## config.mk

```make
export PLATFORM = sky130hd
export DESIGN_NAME = conv_result_writer
export DESIGN_NICKNAME = d
export VERILOG_FILES = /design/src/rtl/conv_wb_pkg.sv /design/src/rtl/res_pack_reg.sv /design/src/rtl/conv_result_writer.sv
export SDC_FILE = /design/constraint.sdc
export NUM_CORES = 1
export LEC_CHECK = 0
export CORE_MARGIN = 5
export CORE_UTILIZATION = 50
export DETAILED_ROUTE_END_ITERATION = 16
export PLACE_DENSITY_LB_ADDON = 0.15
export RECOVER_POWER = 50
export SLEW_MARGIN = 20
export SYNTH_ARGS = -nofsm -noshare
export SYNTH_HDL_FRONTEND = slang
export SYNTH_SLANG_ARGS = --single-unit
```

## constraint.sdc

```tcl
create_clock -name clk -period 2.4 [get_ports clk]
set_input_delay 0.36 -clock clk [delete_from_list [all_inputs] [get_ports clk]]
set_output_delay 0.36 -clock clk [all_outputs]
set_load 0.02 [all_outputs]
```

## src/rtl/conv_wb_pkg.sv

```systemverilog
// Shared definitions for the convolution result write-back stage:
// FSM state encoding and default geometry constants.
package conv_wb_pkg;

    typedef enum logic [1:0] {
        ST_IDLE    = 2'b00,
        ST_COLLECT = 2'b01,
        ST_WRITE   = 2'b10,
        ST_DONE    = 2'b11
    } state_t;

    localparam int DEF_DATA_W = 8;
    localparam int DEF_PACK   = 4;
    localparam int DEF_TOTAL  = 43;

endpackage

```

## src/rtl/res_pack_reg.sv

```systemverilog
// Lane register that packs individual results into one memory word, with a
// per-lane valid bit that doubles as the write byte enable.
module res_pack_reg #(
    parameter int DATA_W = 8,
    parameter int PACK   = 4,
    parameter int LANE_W = 2
) (
    input  logic                   clk,
    input  logic                   rst,
    input  logic                   clr,
    input  logic                   wr_en,
    input  logic [LANE_W-1:0]      wr_lane,
    input  logic [DATA_W-1:0]      wr_data,
    output logic [PACK*DATA_W-1:0] lanes,
    output logic [PACK-1:0]        lane_vld
);

    // Clear wins over write so unfilled lanes of the next word start at zero.
    always_ff @(posedge clk or posedge rst) begin
        if (rst) begin
            lanes    <= '0;
            lane_vld <= '0;
        end else if (clr) begin
            lanes    <= '0;
            lane_vld <= '0;
        end else if (wr_en) begin
            for (int i = 0; i < PACK; i++) begin
                if (wr_lane == LANE_W'(i)) begin
                    lanes[i*DATA_W +: DATA_W] <= wr_data;
                    lane_vld[i]               <= 1'b1;
                end
            end
        end
    end

endmodule

```

## src/rtl/conv_result_writer.sv

```systemverilog
// Write-back stage: packs PACK results per word, writes words to consecutive
// addresses, flushes the final partial word and pulses done.
module conv_result_writer
    import conv_wb_pkg::*;
#(
    parameter int DATA_W    = DEF_DATA_W,
    parameter int PACK      = DEF_PACK,
    parameter int ADDR_W    = 8,
    parameter int BASE_ADDR = 0,
    parameter int TOTAL     = DEF_TOTAL
) (
    input  logic                   clk,
    input  logic                   rst,
    input  logic                   start,
    input  logic                   res_valid,
    input  logic [DATA_W-1:0]      res_data,
    output logic                   res_ready,
    output logic                   mem_wr_en,
    output logic [ADDR_W-1:0]      mem_addr,
    output logic [PACK*DATA_W-1:0] mem_wdata,
    output logic [PACK-1:0]        mem_byte_en,
    input  logic                   mem_ready,
    output logic                   done
);

    localparam int                LANE_W    = (PACK > 1) ? $clog2(PACK) : 1;
    localparam logic [ADDR_W-1:0] BASE      = ADDR_W'(BASE_ADDR);
    localparam logic [LANE_W-1:0] LAST_LANE = LANE_W'(PACK - 1);
    localparam logic [7:0]        LAST_RES  = 8'(TOTAL - 1);
    localparam logic [7:0]        TOTAL_CNT = 8'(TOTAL);

    state_t            state;
    logic [LANE_W-1:0] lane_cnt;
    logic [7:0]        res_cnt;
    logic              accept;
    logic              last_xfer;
    logic              wr_done;
    logic              lane_clr;

    assign accept    = (state == ST_COLLECT) && res_valid;
    assign last_xfer = (lane_cnt == LAST_LANE) || (res_cnt == LAST_RES);
    assign wr_done   = (state == ST_WRITE) && mem_ready;
    assign lane_clr  = ((state == ST_IDLE) && start) || wr_done;

    res_pack_reg #(
        .DATA_W (DATA_W),
        .PACK   (PACK),
        .LANE_W (LANE_W)
    ) u_pack (
        .clk      (clk),
        .rst      (rst),
        .clr      (lane_clr),
        .wr_en    (accept),
        .wr_lane  (lane_cnt),
        .wr_data  (res_data),
        .lanes    (mem_wdata),
        .lane_vld (mem_byte_en)
    );

    // Handshake outputs are registered alongside the state they decode.
    always_ff @(posedge clk or posedge rst) begin
        if (rst) begin
            state     <= ST_IDLE;
            lane_cnt  <= '0;
            res_cnt   <= '0;
            mem_addr  <= BASE;
            res_ready <= 1'b0;
            mem_wr_en <= 1'b0;
            done      <= 1'b0;
        end else begin
            done <= 1'b0;
            unique case (state)
                ST_IDLE: begin
                    if (start) begin
                        lane_cnt  <= '0;
                        res_cnt   <= '0;
                        mem_addr  <= BASE;
                        res_ready <= 1'b1;
                        state     <= ST_COLLECT;
                    end
                end
                ST_COLLECT: begin
                    if (res_valid) begin
                        res_cnt <= res_cnt + 8'd1;
                        // lane_cnt holds on the last lane and clears once the write lands.
                        if (last_xfer) begin
                            res_ready <= 1'b0;
                            mem_wr_en <= 1'b1;
                            state     <= ST_WRITE;
                        end else begin
                            lane_cnt <= lane_cnt + 1'b1;
                        end
                    end
                end
                ST_WRITE: begin
                    if (mem_ready) begin
                        mem_wr_en <= 1'b0;
                        mem_addr  <= mem_addr + 1'b1;
                        lane_cnt  <= '0;
                        if (res_cnt == TOTAL_CNT) begin
                            done  <= 1'b1;
                            state <= ST_DONE;
                        end else begin
                            res_ready <= 1'b1;
                            state     <= ST_COLLECT;
                        end
                    end
                end
                ST_DONE: begin
                    state <= ST_IDLE;
                end
            endcase
        end
    end

endmodule

```

==> qor.yml, run 1 <==
setup_tns_ns: 0
firstDrtPassIters: 4
r2r_slack_ns: 0.38
finalHoldViolations: 0
fin_ws_ns: 0.3792
max-slew-margin-rel_pct: 46.52
h-tree-depth: 3
cts-buffers-inserted: 9
cp-start-kind: "flop"
routed-wl-met2_um: 2855
yosysMostFrequentCell: "nand2_1"
syn_inst: 285
r2r-end: "res_cnt[7]$_DFFE_PP0P_"
synth_commonest_cells: "83 x nand2_1, 59 x dfrtp_1, 38 x a21oi_1"
async_flop_share_pct: 100.0
numClockSinks: 59
pre_cts_slack_ns: 0.3658
vias_per_cell: 5.250
stdcell_count: 420
place_congestion: 0.8078
syn_to_final_growth_pct: 32.13
highest_layer: "met4"
fin_skew_ns: 0.009601
utilization_pct: 68.38
ys_warn_count: 0
dp.cells: 405
rows: 26
synthFlopType: "dfrtp_1"
cp.required_ns: 2.61
power.leakage_nw: 1.565
dp_hpwl_um: 4332
hold_path_class: "in2async"
syn_nets: 305
grt_max_degree: 52
fillCellCount: 451
die_area_mm2: 0.006879
ys_ff_latch: 59
antenna_left: 0
design_power_total_mw: 4.222
initial_core_util_pct: 51.75
port-buffer-count: 59
grt_pass1_vias: 2139
die_h_um: 82.94
ir_drop_mv: 0.6534
yosys.area.top_type_share_pct: 55.50
fin_crit_sh_pct: 84.20
drtIter0Drc: 106
ctsHoldBuffers: 0
grt_pass1_wl_um: 10250
antenna_found_initial: 0
seq_area_frac_synth_pct: 55.50
synth_edf_count: 0
dr_wl_met3_um: 346
r2r.worst_path.cells: 4
drc_errors: 0
root_buffer: "clkbuf_8"
diodes: 0
path_clk_slew_ns: 0.06
critPathKind: "reg2reg"
avgSynthCellArea_um2: 9.334
setup_violations: 0
routed_wl_um: 6035
final_max_slew_viol_count: 0
cp-end-kind: "flop"
wl_met1_um: 2711
max_cap_violations: 0
grtUsageTotal_pct: 18.44
grt_overflow: 0
layout.nets: 366
crit_fanout: 14
synth_top_cell_by_area: "dfrtp_1"
postCtsResizedCells: 0
synthTopCellsByArea: "dfrtp_1 56%, nand2_1 12%, a21oi_1 7.1%"
synth_cell_types: 37
outcome: "completed"
syn_area_mm2: 0.002660
clock_latency_ns: 0.33
vias: 2205
fmax_mhz: 494.9
wl_per_cell_um: 14.37
cts_tree: "done"
arrival_ns: 2.23
finalCriticalPeriod_ns: 2.021
clockBufferDepth: 2
die_w_um: 82.94
tightest_slew_ns: 0.7799
reg2reg_from: "state[0]$_DFFE_PP0P_"
core_area_mm2: 0.005140
pin_count: 60
drive_gt1_share_pct: 5.429
grt_setup_unrepaired: "false"
p_per_area_mw_per_mm2: 1201
cts_setup_buffers: 0
critical path, stage by stage, from the launching register on:
cell	delay (ns)
dfrtp_1	0.62
mux2i_1	0.73
nor4_4	0.11
nand3_1	0.13
mux2_1	0.32
area by class of cell:
| class | count | area, µm² | share of cell area [%] |
|---|---|---|---|
| clock buffers | 13 | 158.9 | 4.521 |
| clock inverters | 2 | 35.03 | 0.9968 |
| flip-flops and latches | 59 | 1476 | 42.01 |
| inverters | 6 | 22.52 | 0.6408 |
| multi-input cells | 208 | 1109 | 31.54 |
| well taps | 70 | 87.58 | 2.492 |
| repair buffers | 62 | 625.6 | 17.80 |
registers in the layout, summed over array words and instances (netlist names):
| name | cells |
|---|---|
| done | 1 |
| lane_cnt | 2 |
| mem_addr | 8 |
| mem_wr_en | 1 |
| res_cnt | 8 |
| res_ready | 1 |
| state | 2 |
| u_pack.lane_vld | 4 |
| u_pack.lanes | 32 |
per-layer routing:
metal / global-route usage (%) / vias to the layer above
li1: - / 1083
met2: 29.88 / 60
met3: 5.149 / 12
met4: 8.172 / 0
met1: 22.98 / 1050
met5: 0 / -
worst max path at each step:
| stage | slack (ns) | cells past startpoint | endpoint | from |
|---|---|---|---|---|
| after floorplan | 0.58 | 1 | done$_DFF_PP0_ | rst |
| after global placement | 0.40 | 5 | res_cnt[7]$_DFFE_PP0P_ | start |
| after detailed placement | 0.37 | 5 | u_pack.lanes[25]$_DFFE_PP0P_ | res_valid |
| after CTS | 0.56 | 4 | res_cnt[7]$_DFFE_PP0P_ | state[0]$_DFFE_PP0P_ |
| after global routing | 0.21 | 4 | res_cnt[7]$_DFFE_PP0P_ | state[0]$_DFFE_PP0P_ |
| final | 0.38 | 4 | res_cnt[7]$_DFFE_PP0P_ | state[0]$_DFFE_PP0P_ |
cells by family after synthesis:
group | Yosys count | share of synthesized area [%]
simple gates | 135 | 22.91
flops | 59 | 55.50
compound gates | 54 | 11.10
buf+inv | 18 | 2.775
xor+xnor | 7 | 2.305
fa+ha+maj | 7 | 3.292
mux | 5 | 2.117
report_power, final:
group | internal, mW | leakage, nW | switching (mW)
registers | 1.34 | 0.786 | 0.247
logic | 0.765 | 0.679 | 0.981
clock network | 0.530 | 0.0995 | 0.365
placed cells by master (no fill, tap or decap), types with 2 or more instances in the layout:
cell type         n
dfrtp_1          59
and2_1            4
nor2b_1           3
or3_1             4
xnor2_1           6
nand4_1           2
nand2b_1          2
dlygate4sd3_1    19
clkbuf_8         11
nand4b_1          2
nor3_1            3
ha_1              7
clkdlybuf4s50_1  40
inv_1             6
nor2_1           19
nor4_1            2
nor3b_1           2
mux2i_1           3
nand3_1           4
a21oi_1          38
buf_4             2
clkbuf_1          2
nand2_1          83
o21ai_0           7
mux2_1            2
stage by stage:
| step | area, µm² | hold slack, ns |
|---|---|---|
| 2_1_floorplan | 2660 | 0.4908 |
| 3_3_place_gp | 3324 | 0.4761 |
| 3_5_place_dp | 3324 | 0.4879 |
| 4_1_cts | 3518 | 0.2647 |
| 5_1_grt | 3515 | 0.4796 |
| 6_report | 3515 | 0.4589 |
Power figures use the tool's default switching activity.
==> run 2, diff against run 1 <==
Settings changed: CORE_UTILIZATION 50 to 45.
Clock period 2.4 ns to 1.79 ns, I/O delays scaled along.
==> qor.yml, run 2 (synthesis results as in run 1) <==
outcome: "completed"
ir_drop_mv: 0.7757
hold_path_class: "reg2reg"
grt_overflow: 0
dp_hpwl_um: 4455
vias: 2226
place_congestion: 0.8020
root_buffer: "clkbuf_8"
r2r.worst_path.cells: 5
p_per_area_mw_per_mm2: 1660
cp-end-kind: "output pin"
initial_core_util_pct: 45.47
layout.nets: 378
path_clk_slew_ns: 0.07
cp.required_ns: 1.52
firstDrtPassIters: 4
holdPathStages: 2
top_register: "u_pack.lanes"
postCtsResizedCells: 0
die_area_mm2: 0.007549
syn_to_final_growth_pct: 36.41
clockBufferDepth: 2
fin_skew_ns: 0.01014
drc_errors: 0
mostFrequentLayoutCells: "83 x nand2_1, 59 x dfrtp_1, 56 x clkdlybuf4s50_1"
cp-start-kind: "flop"
pre_cts_slack_ns: -0.04883
diodes: 0
vias_per_cell: 5.082
drive_gt1_share_pct: 7.989
die_h_um: 86.89
critPathTopFamily: "buffers and inverters"
numClockSinks: 59
rows: 28
tightest_slew_ns: 0.8099
fmax_mhz: 593.9
routed_wl_um: 6296
critPathKind: "reg2out"
grt_setup_unrepaired: "false"
wl_per_cell_um: 14.37
antenna_found_initial: 0
largestRegisters: "u_pack.lanes (32), mem_addr (8), res_cnt (8)"
ctsHoldBuffers: 0
crit_chain: "clkdlybuf4s50_1"
cp_slowest_cell: "clkdlybuf4s50_1"
final_max_slew_viol_count: 0
cts_tree: "done"
grtUsageTotal_pct: 18.40
core_area_mm2: 0.005851
fin_ws_ns: 0.1062
grt_pass1_wl_um: 10700
grt_max_degree: 60
max-slew-margin-rel_pct: 46.01
antenna_left: 0
die_w_um: 86.89
finalCriticalPeriod_ns: 1.684
port-buffer-count: 59
setup_violations: 0
fin_crit_sh_pct: 94.06
worst-path-buf-inv: 1
cts-buffers-inserted: 9
grt_pass1_vias: 2246
h-tree-depth: 3
finalHoldViolations: 0
arrival_ns: 1.42
drtIter0Drc: 105
clock_latency_ns: 0.34
max_stage_delay_ns: 0.64
largest_register_ffs: 32
max_cap_violations: 0
design_power_total_mw: 6.023
power.leakage_nw: 1.580
crit_cells: 1
cts_setup_buffers: 0
mostFrequentLayoutCell: "nand2_1"
pin_count: 60
crit_fanout: 6
[run 2: cell types whose count changed in the layout (fill, tap and decap cells not counted), sizes merged, moves of 5 or more]
cell and delta:
clkdlybuf4s50 +16, clkbuf +5, buf +6, dlygate4sd3 -16
[run 2: final timing paths]
check | slack (ns) | start | end
worst max register to register | 0.21 | state[1]$_DFFE_PP0P_ | res_cnt[7]$_DFFE_PP0P_
max in group asynchronous | 0.63 | rst | mem_wr_en$_DFFE_PP0P_
worst max-delay path | 0.11 | mem_addr[4]$_DFFE_PP0P_ | mem_addr[4]
worst min-delay path | 0.48 | mem_wr_en$_DFFE_PP0P_ | mem_wr_en$_DFFE_PP0P_
worst min register to register | 0.48 | mem_wr_en$_DFFE_PP0P_ | mem_wr_en$_DFFE_PP0P_
min in group asynchronous | 0.63 | rst | u_pack.lane_vld[1]$_DFFE_PP0P_
[run 2: routing by layer]
layer	global-route usage (%)	wire (µm)
met3	4.447	369
met4	8.215	142
met1	24.11	2788
met5	0	0
met2	28.92	2996
[run 2: metrics by stage]
step	cell area, µm²	cells	setup TNS, ns	utilization (%)	hold WS (ns)
2_1_floorplan	2660	285	0	-	0.3993
3_3_place_gp	3433	422	0	58.68	0.4727
3_5_place_dp	3433	422	-0.3562	58.68	0.4667
4_1_cts	3661	438	0	62.57	0.3007
5_1_grt	3628	438	0	62.02	0.5367
6_report	3628	438	0	62.02	0.4834
[run 2: final cells by class]
| class | count | area [µm²] |
|---|---|---|
| clock inverter | 4 | 72.57 |
| timing repair buffer | 74 | 701.9 |
| fill | 503 | 2222 |
| sequential | 59 | 1476 |
| multi-input combinational | 208 | 1106 |
| tap | 75 | 93.84 |
| clock buffer | 12 | 155.1 |
| inverter | 6 | 22.52 |
[run 2: power by group]
part	switching, mW	internal, mW
clock	0.525	0.858
sequential	0.307	1.79
combinational	1.38	1.17
==> run 3, diff against run 2 <==
Settings changed: RECOVER_POWER 50 to default.
==> qor.yml, run 3 (synthesis results as in run 1) <==
grt_setup_unrepaired: "false"
port-buffer-count: 59
die_area_mm2: 0.007549
max-slew-margin-rel_pct: 63.49
vias: 2222
cp-end-kind: "output pin"
layout.nets: 378
clockBufferDepth: 2
grt_max_degree: 60
tightest_slew_ns: 0.5325
critPathKind: "reg2out"
arrival_ns: 1.40
place_congestion: 0.8020
max_stage_delay_ns: 0.63
p_per_area_mw_per_mm2: 1655
dp.cells: 422
rows: 28
mostFrequentLayoutCells: "83 x nand2_1, 59 x dfrtp_1, 59 x clkdlybuf4s50_1"
worst-path-buf-inv: 1
fin_crit_sh_pct: 93.43
fin_skew_ns: 0.007451
antenna_found_initial: 0
max_cap_violations: 0
dp_hpwl_um: 4455
root_buffer: "clkbuf_8"
drive_gt1_share_pct: 9.642
crit_fanout: 6
grt_overflow: 0
mostFrequentLayoutCell: "nand2_1"
ctsHoldBuffers: 0
cts_setup_buffers: 0
drc_errors: 0
cts-buffers-inserted: 9
pin_count: 60
cp-start-kind: "flop"
vias_per_cell: 5.073
h-tree-depth: 3
reg2reg_from: "state[0]$_DFFE_PP0P_"
r2r_slack_ns: 0.23
drtIter0Drc: 113
firstDrtPassIters: 4
numClockSinks: 59
cp.required_ns: 1.52
largestRegisters: "u_pack.lanes (32), mem_addr (8), res_cnt (8)"
r2r.worst_path.cells: 5
design_power_total_mw: 6.058
path_clk_slew_ns: 0.07
cts_tree: "done"
setup_violations: 0
grt_pass1_wl_um: 10700
routed_wl_um: 6293
outcome: "completed"
final_max_slew_viol_count: 0
crit_chain: "clkdlybuf4s50_1"
top_register: "u_pack.lanes"
largest_register_ffs: 32
clock_latency_ns: 0.34
crit_cells: 1
postCtsResizedCells: 0
hold_path_class: "in2async"
startpoint: "mem_addr[4]$_DFFE_PP0P_"
stdcell_count: 438
power.leakage_nw: 1.590
grtUsageTotal_pct: 18.40
diodes: 0
cp_slowest_cell: "clkdlybuf4s50_1"
finalCriticalPeriod_ns: 1.672
fmax_mhz: 597.9
initial_core_util_pct: 45.47
finalHoldViolations: 0
grt_pass1_vias: 2246
core_area_mm2: 0.005851
die_w_um: 86.89
critPathTopFamily: "buffers and inverters"
fillCellCount: 498
syn_to_final_growth_pct: 37.63
wl_per_cell_um: 14.37
die_h_um: 86.89
ir_drop_mv: 0.7827
antenna_left: 0
-- run 3: path summary, 6_finish.rpt --
path                                                       end
worst min register to register           mem_wr_en$_DFFE_PP0P_
worst max-delay path                               mem_addr[4]
min in group clk                         mem_wr_en$_DFFE_PP0P_
worst min-delay path            u_pack.lane_vld[1]$_DFFE_PP0P_
worst max register to register         mem_addr[3]$_DFFE_PP0P_
max in group asynchronous                mem_wr_en$_DFFE_PP0P_
-- run 3: layout make-up --
class	count	area, µm²	area share [%]
flip-flops and latches	59	1476	40.33
well taps	75	93.84	2.563
clock inverters	4	72.57	1.982
clock buffers	12	155.1	4.238
repair buffers	74	728.2	19.89
inverters	6	22.52	0.6152
multi-input cells	208	1112	30.38
-- run 3: stage by stage --
step                      hold slack (ns)  utilization [%]  area (µm²)  TNS (ns)  setup slack, ns
after CTS                          0.3007            62.57        3661         0          0.09359
after floorplan                    0.3993                -        2660         0          0.06516
after detailed placement           0.4667            58.68        3433   -0.3562         -0.04883
after global placement             0.4727            58.68        3433         0         0.001740
after global routing               0.3438            62.57        3661         0          0.03952
final                              0.2959            62.57        3661         0           0.1176
-- run 3: per-layer routing --
layer | global-route usage, % | part of all wire [%] | wire [µm] | up-vias
met5 | 0 | 0 | 0 | -
met4 | 8.215 | 1.7 | 107 | 0
met3 | 4.447 | 5.6 | 352 | 9
met2 | 28.92 | 49 | 3059 | 56
met1 | 24.11 | 44 | 2774 | 1060
li1 | - | - | - | 1097
-- run 3: report_power, final --
| part | total (mW) | internal (mW) | switching [mW] |
|---|---|---|---|
| Sequential | 2.10 | 1.79 | 0.309 |
| Combinational | 2.58 | 1.20 | 1.38 |
| Clock | 1.38 | 0.858 | 0.521 |
